`config.mk`:
```
export PLATFORM = sky130hd
export DESIGN_NAME = pc_sequencer
export DESIGN_NICKNAME = d
export VERILOG_FILES = /design/src/rtl/pc_sequencer.sv
export SDC_FILE = /design/constraint.sdc
export NUM_CORES = 1
export LEC_CHECK = 0
export ABC_AREA = 1
export BUFFER_PORTS_ARGS = -buffer_cell sky130_fd_sc_hd__buf_2
export CAP_MARGIN = 0
export CORE_ASPECT_RATIO = 0.75
export CORE_MARGIN = 1
export CORE_UTILIZATION = 56
export DETAILED_ROUTE_END_ITERATION = 7
export HOLD_SLACK_MARGIN = 0.03
export MAX_ROUTING_LAYER = met4
export PLACE_DENSITY = 0.74
export SLEW_MARGIN = 20
export SYNTH_ARGS = -nofsm -noshare
export SYNTH_HDL_FRONTEND = slang
export SYNTH_SLANG_ARGS = --single-unit
```
`constraint.sdc`:
```
create_clock -name clk -period 2.14 [get_ports clk]
set_input_delay 0.428 -clock clk [delete_from_list [all_inputs] [get_ports clk]]
set_output_delay 0.428 -clock clk [all_outputs]
set_load 0.005 [all_outputs]
```
`src/rtl/pc_sequencer.sv`:
```
// pc_sequencer: decodes the instruction at the current PC, drives the PC's
// jump/branch/halt controls from a 16-entry branch-target LUT, counts activity.
module pc_sequencer #(
    parameter int addr_w = 16,
    parameter int instr_w = 9,
    parameter int lut_aw = 4,
    parameter int cnt_w = 16
) (
    input  logic               clk,
    input  logic               reset,
    input  logic               start,
    input  logic [instr_w-1:0] instr,
    input  logic               zero_flag,
    input  logic               lut_we,
    input  logic [lut_aw-1:0]  lut_waddr,
    input  logic [addr_w-1:0]  lut_wdata,
    output logic [addr_w-1:0]  jump_here,
    output logic               bnz,
    output logic               halt,
    output logic               ack,
    output logic [cnt_w-1:0]   retired,
    output logic [cnt_w-1:0]   taken
);
    typedef enum logic [1:0] {IDLE, RUN, DONE} state_t;
    state_t state, state_nx;
    logic [addr_w-1:0] lut [2**lut_aw];
    logic [3:0] op;
    logic [addr_w-1:0] target;
    assign op = instr[instr_w-1 -: 4];
    assign target = lut[instr[lut_aw-1:0]];
    always_comb begin
        state_nx = state;
        jump_here = '0;
        bnz = 1'b0;
        halt = 1'b1;
        ack = 1'b0;
        case (state)
            IDLE: state_nx = start ? RUN : IDLE;
            RUN: begin
                jump_here = target;
                bnz = (op == 4'b1101) | ((op == 4'b1110) & ~zero_flag);
                halt = op == 4'b1111;
                state_nx = halt ? DONE : RUN;
            end
            DONE: begin
                ack = 1'b1;
                state_nx = start ? RUN : DONE;
            end
            default: state_nx = IDLE;
        endcase
    end
    // Counters saturate at all-ones instead of wrapping.
    always_ff @(posedge clk) begin
        if (reset) begin
            state <= IDLE;
            retired <= '0;
            taken <= '0;
            for (int i = 0; i < 2**lut_aw; i++) lut[i] <= '0;
        end else begin
            state <= state_nx;
            if (lut_we) lut[lut_waddr] <= lut_wdata;
            if (state != RUN && start) begin
                retired <= '0;
                taken <= '0;
            end else if (state == RUN) begin
                retired <= (retired == '1) ? retired : retired + cnt_w'(1);
                if (bnz) taken <= (taken == '1) ? taken : taken + cnt_w'(1);
            end
        end
    end
endmodule

```
==> impl_metrics.env, run 1 <==
export IMPL_ys_seq_area_share_pct=60.3
export IMPL_crit_path_max_fanout=6
export IMPL_die_w_um=184
export IMPL_vias=11200
export IMPL_ios=85
export IMPL_antenna_cells=0
export IMPL_slew_violations=0
export IMPL_final_common_cell="nor2_1"
export IMPL_start_kind="primary input"
export IMPL_pre_cts_slack_ps=-46.1
export IMPL_die_area_um2=25400
export IMPL_multiInputGateArea_um2=4760
export IMPL_hold_viol_final=0
export IMPL_pwr_share_comb_pct=9.8
export IMPL_ant_nets=0
export IMPL_ctsHoldBuffers=0
export IMPL_fin_crit_ps=2120
export IMPL_numCtsBuffers=29
export IMPL_fin_crit_sh_pct=99.3
export IMPL_nets=1697
export IMPL_first_iter_violations=1196
export IMPL_cts_sinks=290
export IMPL_slew_headroom_pct=52.7
export IMPL_grt_max_degree=41
export IMPL_clkPwrFrac_pct=39.3
export IMPL_syn_area_um2=13900
export IMPL_yosysTopAreaCellShare_pct=55.4
export IMPL_critPathRequiredTime_ps=1710
export IMPL_place_congestion=0.865
export IMPL_pwr_density_cell_nw_per_um2=776
export IMPL_num_fill_cells=1842
export IMPL_status="finished, final reports clean"
export IMPL_overflow=0
export IMPL_first_pass_iters=6
export IMPL_dp_hpwl_mm=22.1
export IMPL_p_leak_nw=6.82
export IMPL_sw_frac_of_total_pct=23.7
export IMPL_clkTransAtPathRegs_ps=60
export IMPL_setup_worst_path_class="primary input to primary output"
export IMPL_avgViaCountPerCell=5.54
export IMPL_hold_path_class="primary input to register"
export IMPL_io_buffers=83
export IMPL_route_detailed_drc=0
export IMPL_max_slew_worst_pin_slew_ps=709
export IMPL_die_y_um=138
export IMPL_setup_slack_ps=15.1
export IMPL_postSynthAreaPerCell_um2=8.89
export IMPL_grt_pass1_wl_mm=55.7
export IMPL_grt_pass1_vias=10700
export IMPL_drt_total_wl_mm=35.3
export IMPL_arrival_ps=1700
export IMPL_max_freq_ghz=0.471
export IMPL_row_count=49
export IMPL_p_switching_mw=3.04
export IMPL_seqCellArea_um2=8370
export IMPL_synth_nets=1597
export IMPL_setup_violations_final=0
export IMPL_yosys_area_top_type="edfxtp_1"
export IMPL_final_cell_mix="406 x nor2_1, 364 x nand2_1, 256 x edfxtp_1"
export IMPL_rsz0062_at_grt="yes"
export IMPL_ir_worst_vdd_mv=0.653
export IMPL_fin_cells=2015
export IMPL_drive_gt1_share_pct=15.5
export IMPL_cts_tree="built"
export IMPL_skew_ps=11.2
export IMPL_cts_buffer_depth=3
export IMPL_synth_seq_cells=290
export IMPL_synth_distinct_cells=27
export IMPL_antenna_found_initial=0
export IMPL_wl_per_cell_um=17.5
export IMPL_power_mw=12.8
export IMPL_start_util_pct=57.4
export IMPL_end_kind="primary output"
export IMPL_synthToLayoutAreaGrowth_pct=18.9
export IMPL_p_int_mw=9.77
export IMPL_netlist_top_cells_area="edfxtp_1 55%, nor2_1 11%, nand2_1 9.9%, dfxtp_1 4.9%, nand3_1 4.9%"
export IMPL_cts_htree_levels=1
export IMPL_core_area_um2=24200
export IMPL_seq_power_share_pct=50.9
export IMPL_drv_cap=0
export IMPL_track_usage_pct=28.6
export IMPL_cts_root_buf="clkbuf_16"
export IMPL_ys_warnings_count=0
export IMPL_syn_inst=1561
export IMPL_dp_cells=1949
export IMPL_insertion_delay_ps=560
## cell usage after synthesis (all sizes together)
library cell and number:
or2 1, clkbuf 37, nand3b 1, nand3 135, nand4 13, nor2 409, o21ai 55, a21oi 45
nor3 4, xor2 6, nand2 382, xnor2 5, inv 103, o21bai 1, ha 2, buf 56
dfxtp 34, edfxtp 256, o211ai 16
## cells by family after synthesis
kind of cell	after synthesis	share of synthesized area, %
compound gates	117	4.53
xor+xnor	11	0.695
fa+ha+maj	2	0.180
buf+inv	196	6.47
flops	290	60.3
simple gates	945	27.8
## worst paths after layout
kind	startpoint	endpoint	slack (ps)	depth (start not counted)
worst min register to register	retired[8]	retired[8]	530	2
worst min-delay path	reset	state[1]	70	2
worst max-delay path	instr[0]	jump_here[15]	20	11
worst max register to register	taken[0]	taken[2]	290	8
## metrics by stage
step / hold WS, ps / cell area (um^2) / TNS (ps) / util [%]
floorplan: 480 / 13900 / 0 / -
global placement: 493 / 15100 / -6.15 / 62.5
detailed placement: 508 / 15100 / -131 / 62.5
CTS: 71.2 / 16200 / -10.9 / 67.0
global route: 75.8 / 16500 / -263 / 68.3
finish: 74.8 / 16500 / 0 / 68.3
## sequential cells by signal (all words and copies together), names as in the netlist
name / cells
retired: 16
state: 2
lut: 256
taken: 16
## what timing repair did
action	in CTS	in global routing
cloned	3	4
setup endpoints to repair	9	17
buffers inserted	0	5
resized for setup	13	42
pin swaps	1	22
## power groups by stage
stage / clock (mW) / combinational [mW] / sequential, mW
floorplan: 0 / 0.666 / 6.61
global placement: 0 / 1.09 / 6.62
detailed placement: 0 / 1.12 / 6.63
CTS: 5.05 / 1.17 / 6.51
global route: 5.25 / 1.37 / 6.54
finish: 5.03 / 1.26 / 6.51
## layer usage
metal / up-vias / part of all wire, % / GRT usage, %
met3: 64 / 8.0 / 3.29
met4: 0 / 2.1 / 6.97
li1: 5295 / - / -
met2: 492 / 46 / 44.3
met1: 5303 / 43 / 40.4
met5: - / 0 / -
## critical path, stage by stage
cell,delay (ps)
buf_12,100
buf_12,130
buf_12,130
buf_4,120
nor2_1,40
nor2_1,80
o21ai_0,90
nand3_1,80
nand3_1,100
a21oi_2,230
buf_2,160
## layout make-up
| class | count | area share [%] |
|---|---|---|
| clock buffers | 43 | 4.96 |
| flip-flops and latches | 290 | 50.7 |
| clock inverters | 11 | 0.652 |
| well taps | 331 | 2.51 |
| multi-input cells | 1075 | 28.8 |
| inverters | 103 | 2.37 |
| repair buffers | 162 | 9.92 |
Power figures use the tool's default switching activity.
==> inputs of run 2 (changes only) <==
Settings changed: ABC_AREA 1 to default, CORE_UTILIZATION 56 to 30, PLACE_DENSITY 0.74 to default.
==> impl_metrics.env, run 2 <==
export IMPL_setup_violations_final=16
export IMPL_first_iter_violations=503
export IMPL_dp_hpwl_mm=21.0
export IMPL_setup_worst_path_class="register to primary output"
export IMPL_synthFlopType="edfxtp_1"
export IMPL_die_y_um=184
export IMPL_first_pass_iters=4
export IMPL_violations="negative setup slack"
export IMPL_sw_frac_of_total_pct=22.3
export IMPL_ant_nets=0
export IMPL_start_kind="register"
export IMPL_cts_root_buf="clkbuf_16"
export IMPL_cts_sinks=290
export IMPL_yosysTopAreaCellShare_pct=57.8
export IMPL_die_area_um2=45200
export IMPL_arrival_ps=1970
export IMPL_largest_reg_flops=256
export IMPL_slew_violations=0
export IMPL_max_slew_worst_pin_slew_ps=579
export IMPL_p_leak_nw=5.76
export IMPL_end_kind="primary output"
export IMPL_crit_path_max_fanout=1
export IMPL_cts_buffer_depth=3
export IMPL_clkPwrFrac_pct=40.3
export IMPL_drt_total_wl_mm=30.7
export IMPL_die_w_um=245
export IMPL_insertion_delay_ps=580
export IMPL_antenna_found_initial=2
export IMPL_final_common_cell="and2_1"
export IMPL_numCtsBuffers=31
export IMPL_synthToLayoutAreaGrowth_pct=20.5
export IMPL_largest_register="lut"
export IMPL_final_cell_mix="257 x and2_1, 256 x edfxtp_1, 82 x buf_2"
export IMPL_clkTransAtPathRegs_ps=60
export IMPL_start_util_pct=30.6
export IMPL_netlist_top_cells_count="257 x and2_1, 256 x edfxtp_1, 64 x mux4_2, 51 x nor2_1, 45 x clkbuf_1"
export IMPL_row_count=66
export IMPL_hold_path_class="primary input to register"
export IMPL_fin_crit_ps=2390
export IMPL_async_reset_ff_share_pct=0
export IMPL_avgViaCountPerCell=4.69
export IMPL_wl_per_cell_um=18.5
export IMPL_p_int_mw=9.83
export IMPL_seq_power_share_pct=51.5
export IMPL_hold_viol_final=0
export IMPL_grt_pass1_vias=7776
export IMPL_dp_cells=1602
export IMPL_pwr_density_cell_nw_per_um2=788
export IMPL_ir_worst_vdd_mv=0.587
export IMPL_ios=85
export IMPL_drv_cap=0
export IMPL_status="finished with violations"
export IMPL_grt_max_degree=24
export IMPL_top_regs="lut: 256 flops, retired: 16 flops, taken: 16 flops"
export IMPL_pwr_share_comb_pct=8.2
export IMPL_rsz0062_at_grt="yes"
export IMPL_post_route_util_pct=36.8
export IMPL_post_cts_buffers=0
export IMPL_syn_area_um2=13300
export IMPL_p_switching_mw=2.81
export IMPL_nets=1093
export IMPL_slowest_delay_ps=530
export IMPL_ys_seq_area_share_pct=62.9
export IMPL_post_synth_top_count_cell="and2_1"
export IMPL_synth_distinct_cells=41
export IMPL_cts_htree_levels=1
export IMPL_route_detailed_drc=0
export IMPL_ctsHoldBuffers=0
export IMPL_vias=7780
export IMPL_syn_inst=925
export IMPL_cts_tree="built"
export IMPL_synth_nets=961
export IMPL_fin_crit_sh_pct=112
export IMPL_core_area_um2=43500
export IMPL_path_cells="mux4_2 > mux2i_1 > o22ai_1 > buf_2"
export IMPL_yosys_area_top_type="edfxtp_1"
export IMPL_synth_edff_count=256
export IMPL_io_buffers=83
export IMPL_postSynthAreaPerCell_um2=14.4
export IMPL_skew_ps=25.7
export IMPL_grt_pass1_wl_mm=47.3
export IMPL_setup_slack_ps=-254
export IMPL_netlist_top_cells_area="edfxtp_1 58%, and2_1 12%, mux4_2 11%, dfxtp_1 5.1%, mux2i_1 2.4%"
export IMPL_slew_headroom_pct=61.1
export IMPL_critPathRequiredTime_ps=1710
export IMPL_overflow=0
export IMPL_place_congestion=0.838
export IMPL_synth_seq_cells=290
export IMPL_drive_gt1_share_pct=27.8
export IMPL_ys_warnings_count=0
export IMPL_track_usage_pct=14.2
export IMPL_cp_slowest_cell="mux4_2"
export IMPL_max_freq_ghz=0.418
export IMPL_fin_cells=1660
-- run 2: cell count changes after synthesis, sizes merged, moves of 15 or more --
cell / previous run / this run
a21oi: 45 / 6
and2: 0 / 257
buf: 56 / 15
inv: 103 / 5
mux2i: 0 / 32
mux4: 0 / 64
nand2: 382 / 18
nand3: 135 / 11
nor2: 409 / 51
o211ai: 16 / 0
o21ai: 55 / 2
o22ai: 0 / 16
or2: 1 / 16
xnor2: 5 / 23
-- run 2: kinds of logic after synthesis --
group                    after synthesis  share of synthesized area, %
AO/OA/AOI/OAI                         29                          1.47
XOR/XNOR                              27                          1.78
adder cells (fa/ha/maj)                2                         0.188
buffers and inverters                 65                          1.97
flip-flops                           290                          62.9
multiplexers                          97                          13.3
AND/OR/NAND/NOR                      415                          18.4
-- run 2: worst max-delay path, delay by kind of cell, from the launching register on --
kind / cells / cell delay, ps
AOI/OAI and AO/OA: 1 / 120
buffers and inverters: 1 / 140
muxes: 2 / 760
DFF: 1 / 360
-- run 2: power by group through the flow --
| stage | sequential (mW) | clock, mW | combinational (mW) |
|---|---|---|---|
| final | 6.51 | 5.09 | 1.03 |
| after global routing | 6.54 | 5.40 | 1.11 |
| after CTS | 6.51 | 5.21 | 1.04 |
| after detailed placement | 6.63 | 0 | 1.01 |
| after global placement | 6.62 | 0 | 0.996 |
| after floorplan | 6.59 | 0 | 0.559 |
-- run 2: metal layers --
layer	GRT usage, %	part of all wire [%]
met5	-	0
met1	19.2	47
met2	22.1	47
met3	2.04	3.1
met4	4.00	2.2
-- run 2: final timing paths --
path,slack (ps),cells past startpoint,start,end
max,-250,4,lut[15][10],jump_here[10]
min reg2reg,540,2,taken[1],taken[1]
max reg2reg,350,6,retired[1],retired[7]
min,90,2,reset,state[0]
-- run 2: area by class of cell --
type | count | area [um^2]
Sequential cell | 290 | 8370
Fill cell | 4095 | 27500
Clock buffer | 42 | 817
Clock inverter | 14 | 128
Inverter | 5 | 18.8
Tap cell | 578 | 723
Multi-Input combinational cell | 570 | 4770
Timing Repair Buffer | 159 | 1210
Antenna cell | 2 | 5.00
-- run 2: repair_timing --
action,in CTS,in global routing
setup endpoints to repair,16,16
gates cloned,0,0
pin swaps,1,1
gates resized for setup,13,5
-- run 2: stage by stage --
stage / hold slack (ps) / area, um^2 / setup slack [ps] / total power, mW / setup TNS [ps]
after floorplan: 494 / 13300 / 20.1 / 7.15 / 0
after global placement: 522 / 15000 / -236 / 7.62 / -3190
after detailed placement: 534 / 15000 / -267 / 7.64 / -3550
after CTS: 63.5 / 16000 / -290 / 12.8 / -4290
after global routing: 87.7 / 16000 / -351 / 13.0 / -4950
final: 91.1 / 16000 / -254 / 12.6 / -3640
==> inputs of run 3 (changes only) <==
Settings changed: ABC_AREA from default to 1.
==> impl_metrics.env, run 3 (synthesis results as in run 1) <==
export IMPL_status="finished, final reports clean"
export IMPL_setup_slack_ps=18.4
export IMPL_end_kind="primary output"
export IMPL_track_usage_pct=17.2
export IMPL_skew_ps=7.16
export IMPL_io_buffers=83
export IMPL_reg2reg_slack_ps=280
export IMPL_die_area_um2=47100
export IMPL_first_iter_violations=1038
export IMPL_slowest_delay_ps=170
export IMPL_crit_end="jump_here[7]"
export IMPL_die_w_um=250
export IMPL_cp_common_cell="nand3_1"
export IMPL_pwr_density_cell_nw_per_um2=795
export IMPL_numCtsBuffers=34
export IMPL_arrival_ps=1690
export IMPL_path_cells="clkbuf_4 > buf_6 > buf_12 > nor2_2 > o21ai_0 > nand3_1 > nand3_1 > a21oi_2 > buf_4 > buf_2"
export IMPL_antenna_found_initial=2
export IMPL_slew_violations=0
export IMPL_cp_top_family="buffers and inverters"
export IMPL_drt_total_wl_mm=39.4
export IMPL_grt_pass1_wl_mm=60.8
export IMPL_power_mw=13.4
export IMPL_dp_hpwl_mm=26.0
export IMPL_post_route_util_pct=37.4
export IMPL_crit_path_max_fanout=13
export IMPL_cts_sinks=290
export IMPL_setup_violations_final=0
export IMPL_place_congestion=0.847
export IMPL_row_count=67
export IMPL_crit_cells=10
export IMPL_num_fill_cells=4529
export IMPL_cts_buffer_depth=3
export IMPL_rr_worst_depth=9
export IMPL_overflow=0
export IMPL_grt_max_degree=40
export IMPL_final_cell_mix="401 x nor2_1, 365 x nand2_1, 256 x edfxtp_1"
export IMPL_vias=11100
export IMPL_ir_worst_vdd_mv=0.409
export IMPL_r2r_start="retired[0]"
export IMPL_final_common_cell="nor2_1"
export IMPL_hold_viol_final=0
export IMPL_ctsHoldBuffers=0
export IMPL_wl_per_cell_um=17.2
export IMPL_max_freq_ghz=0.471
export IMPL_start_kind="primary input"
export IMPL_cts_htree_levels=2
export IMPL_grt_pass1_vias=10700
export IMPL_nets=1721
export IMPL_pre_cts_slack_ps=-153
export IMPL_start_util_pct=30.8
export IMPL_critical_path_buf_inv_count=5
export IMPL_rsz0062_at_grt="yes"
export IMPL_setup_worst_path_class="primary input to primary output"
export IMPL_cts_root_buf="clkbuf_16"
export IMPL_synthToLayoutAreaGrowth_pct=21.6
export IMPL_route_detailed_drc=0
export IMPL_die_y_um=188
export IMPL_hold_path_class="primary input to register"
export IMPL_fin_crit_ps=2120
export IMPL_drv_cap=0
export IMPL_slew_headroom_pct=48.6
export IMPL_cts_tree="built"
export IMPL_placed_area_um2=15500
export IMPL_critPathRequiredTime_ps=1710
export IMPL_crit_start="instr[1]"
export IMPL_largest_reg_flops=256
export IMPL_max_slew_worst_pin_slew_ps=771
export IMPL_clkTransAtPathRegs_ps=50
export IMPL_drive_gt1_share_pct=16.8
export IMPL_hold_slack_ps=122
export IMPL_insertion_delay_ps=520
export IMPL_first_pass_iters=5
export IMPL_fin_crit_sh_pct=99.1
export IMPL_ios=85
export IMPL_cp_slowest_cell="clkbuf_4"
export IMPL_ant_nets=0
export IMPL_largest_register="lut"
export IMPL_avgViaCountPerCell=4.84
export IMPL_top_regs="lut: 256 flops, retired: 16 flops, taken: 16 flops"
export IMPL_core_area_um2=45100
export IMPL_p_leak_nw=6.87
export IMPL_reg2reg_to="retired[15]"
export IMPL_final_area_um2=16900
-- run 3: timing repair --
item                                    4_1_cts  5_1_grt
endpoints found under the setup margin       16       16
resized for setup                            20       33
setup buffers                                 0        1
pin swaps                                     1       17
cloned                                        0        3
-- run 3: cell type report --
cell class / count / area (um^2) / share of cell area [%]
tap: 586 / 733 / 4.35
antenna: 2 / 5.00 / 0.0297
clock inverter: 19 / 155 / 0.920
clock buffer: 42 / 912 / 5.41
multi-input combinational: 1075 / 4740 / 28.1
timing repair buffer: 181 / 1550 / 9.19
inverter: 103 / 394 / 2.34
sequential: 290 / 8370 / 49.6
-- run 3: worst min path at each step --
| stage | endpoint | from | slack (ps) | cells after the start |
|---|---|---|---|---|
| after detailed placement | retired[8] | retired[8] | 510 | 2 |
| after CTS | state[0] | reset | 100 | 2 |
| after floorplan | retired[8] | retired[8] | 480 | 2 |
| after global placement | retired[8] | retired[8] | 510 | 2 |
| after global routing | state[1] | reset | 110 | 2 |
| final | state[1] | reset | 120 | 2 |
-- run 3: stage by stage --
| step | TNS [ps] | cells |
|---|---|---|
| final | 0 | 2298 |
| after global routing | -458 | 2298 |
| after CTS | 0 | 2293 |
| after detailed placement | -471 | 2232 |
| after global placement | -484 | 2232 |
| after floorplan | 0 | 1561 |
-- run 3: metal layers --
metal | wire [um] | track usage [%]
met1 | 18300 | 24.2
met2 | 17300 | 25.2
met3 | 2770 | 2.91
met4 | 1030 | 5.00
met5 | 0 | -
-- run 3: power breakdown --
group	internal, mW	switching (mW)
combinational	0.432	0.834
sequential	6.43	0.0789
clock	3.28	2.36
total	10.1	3.27
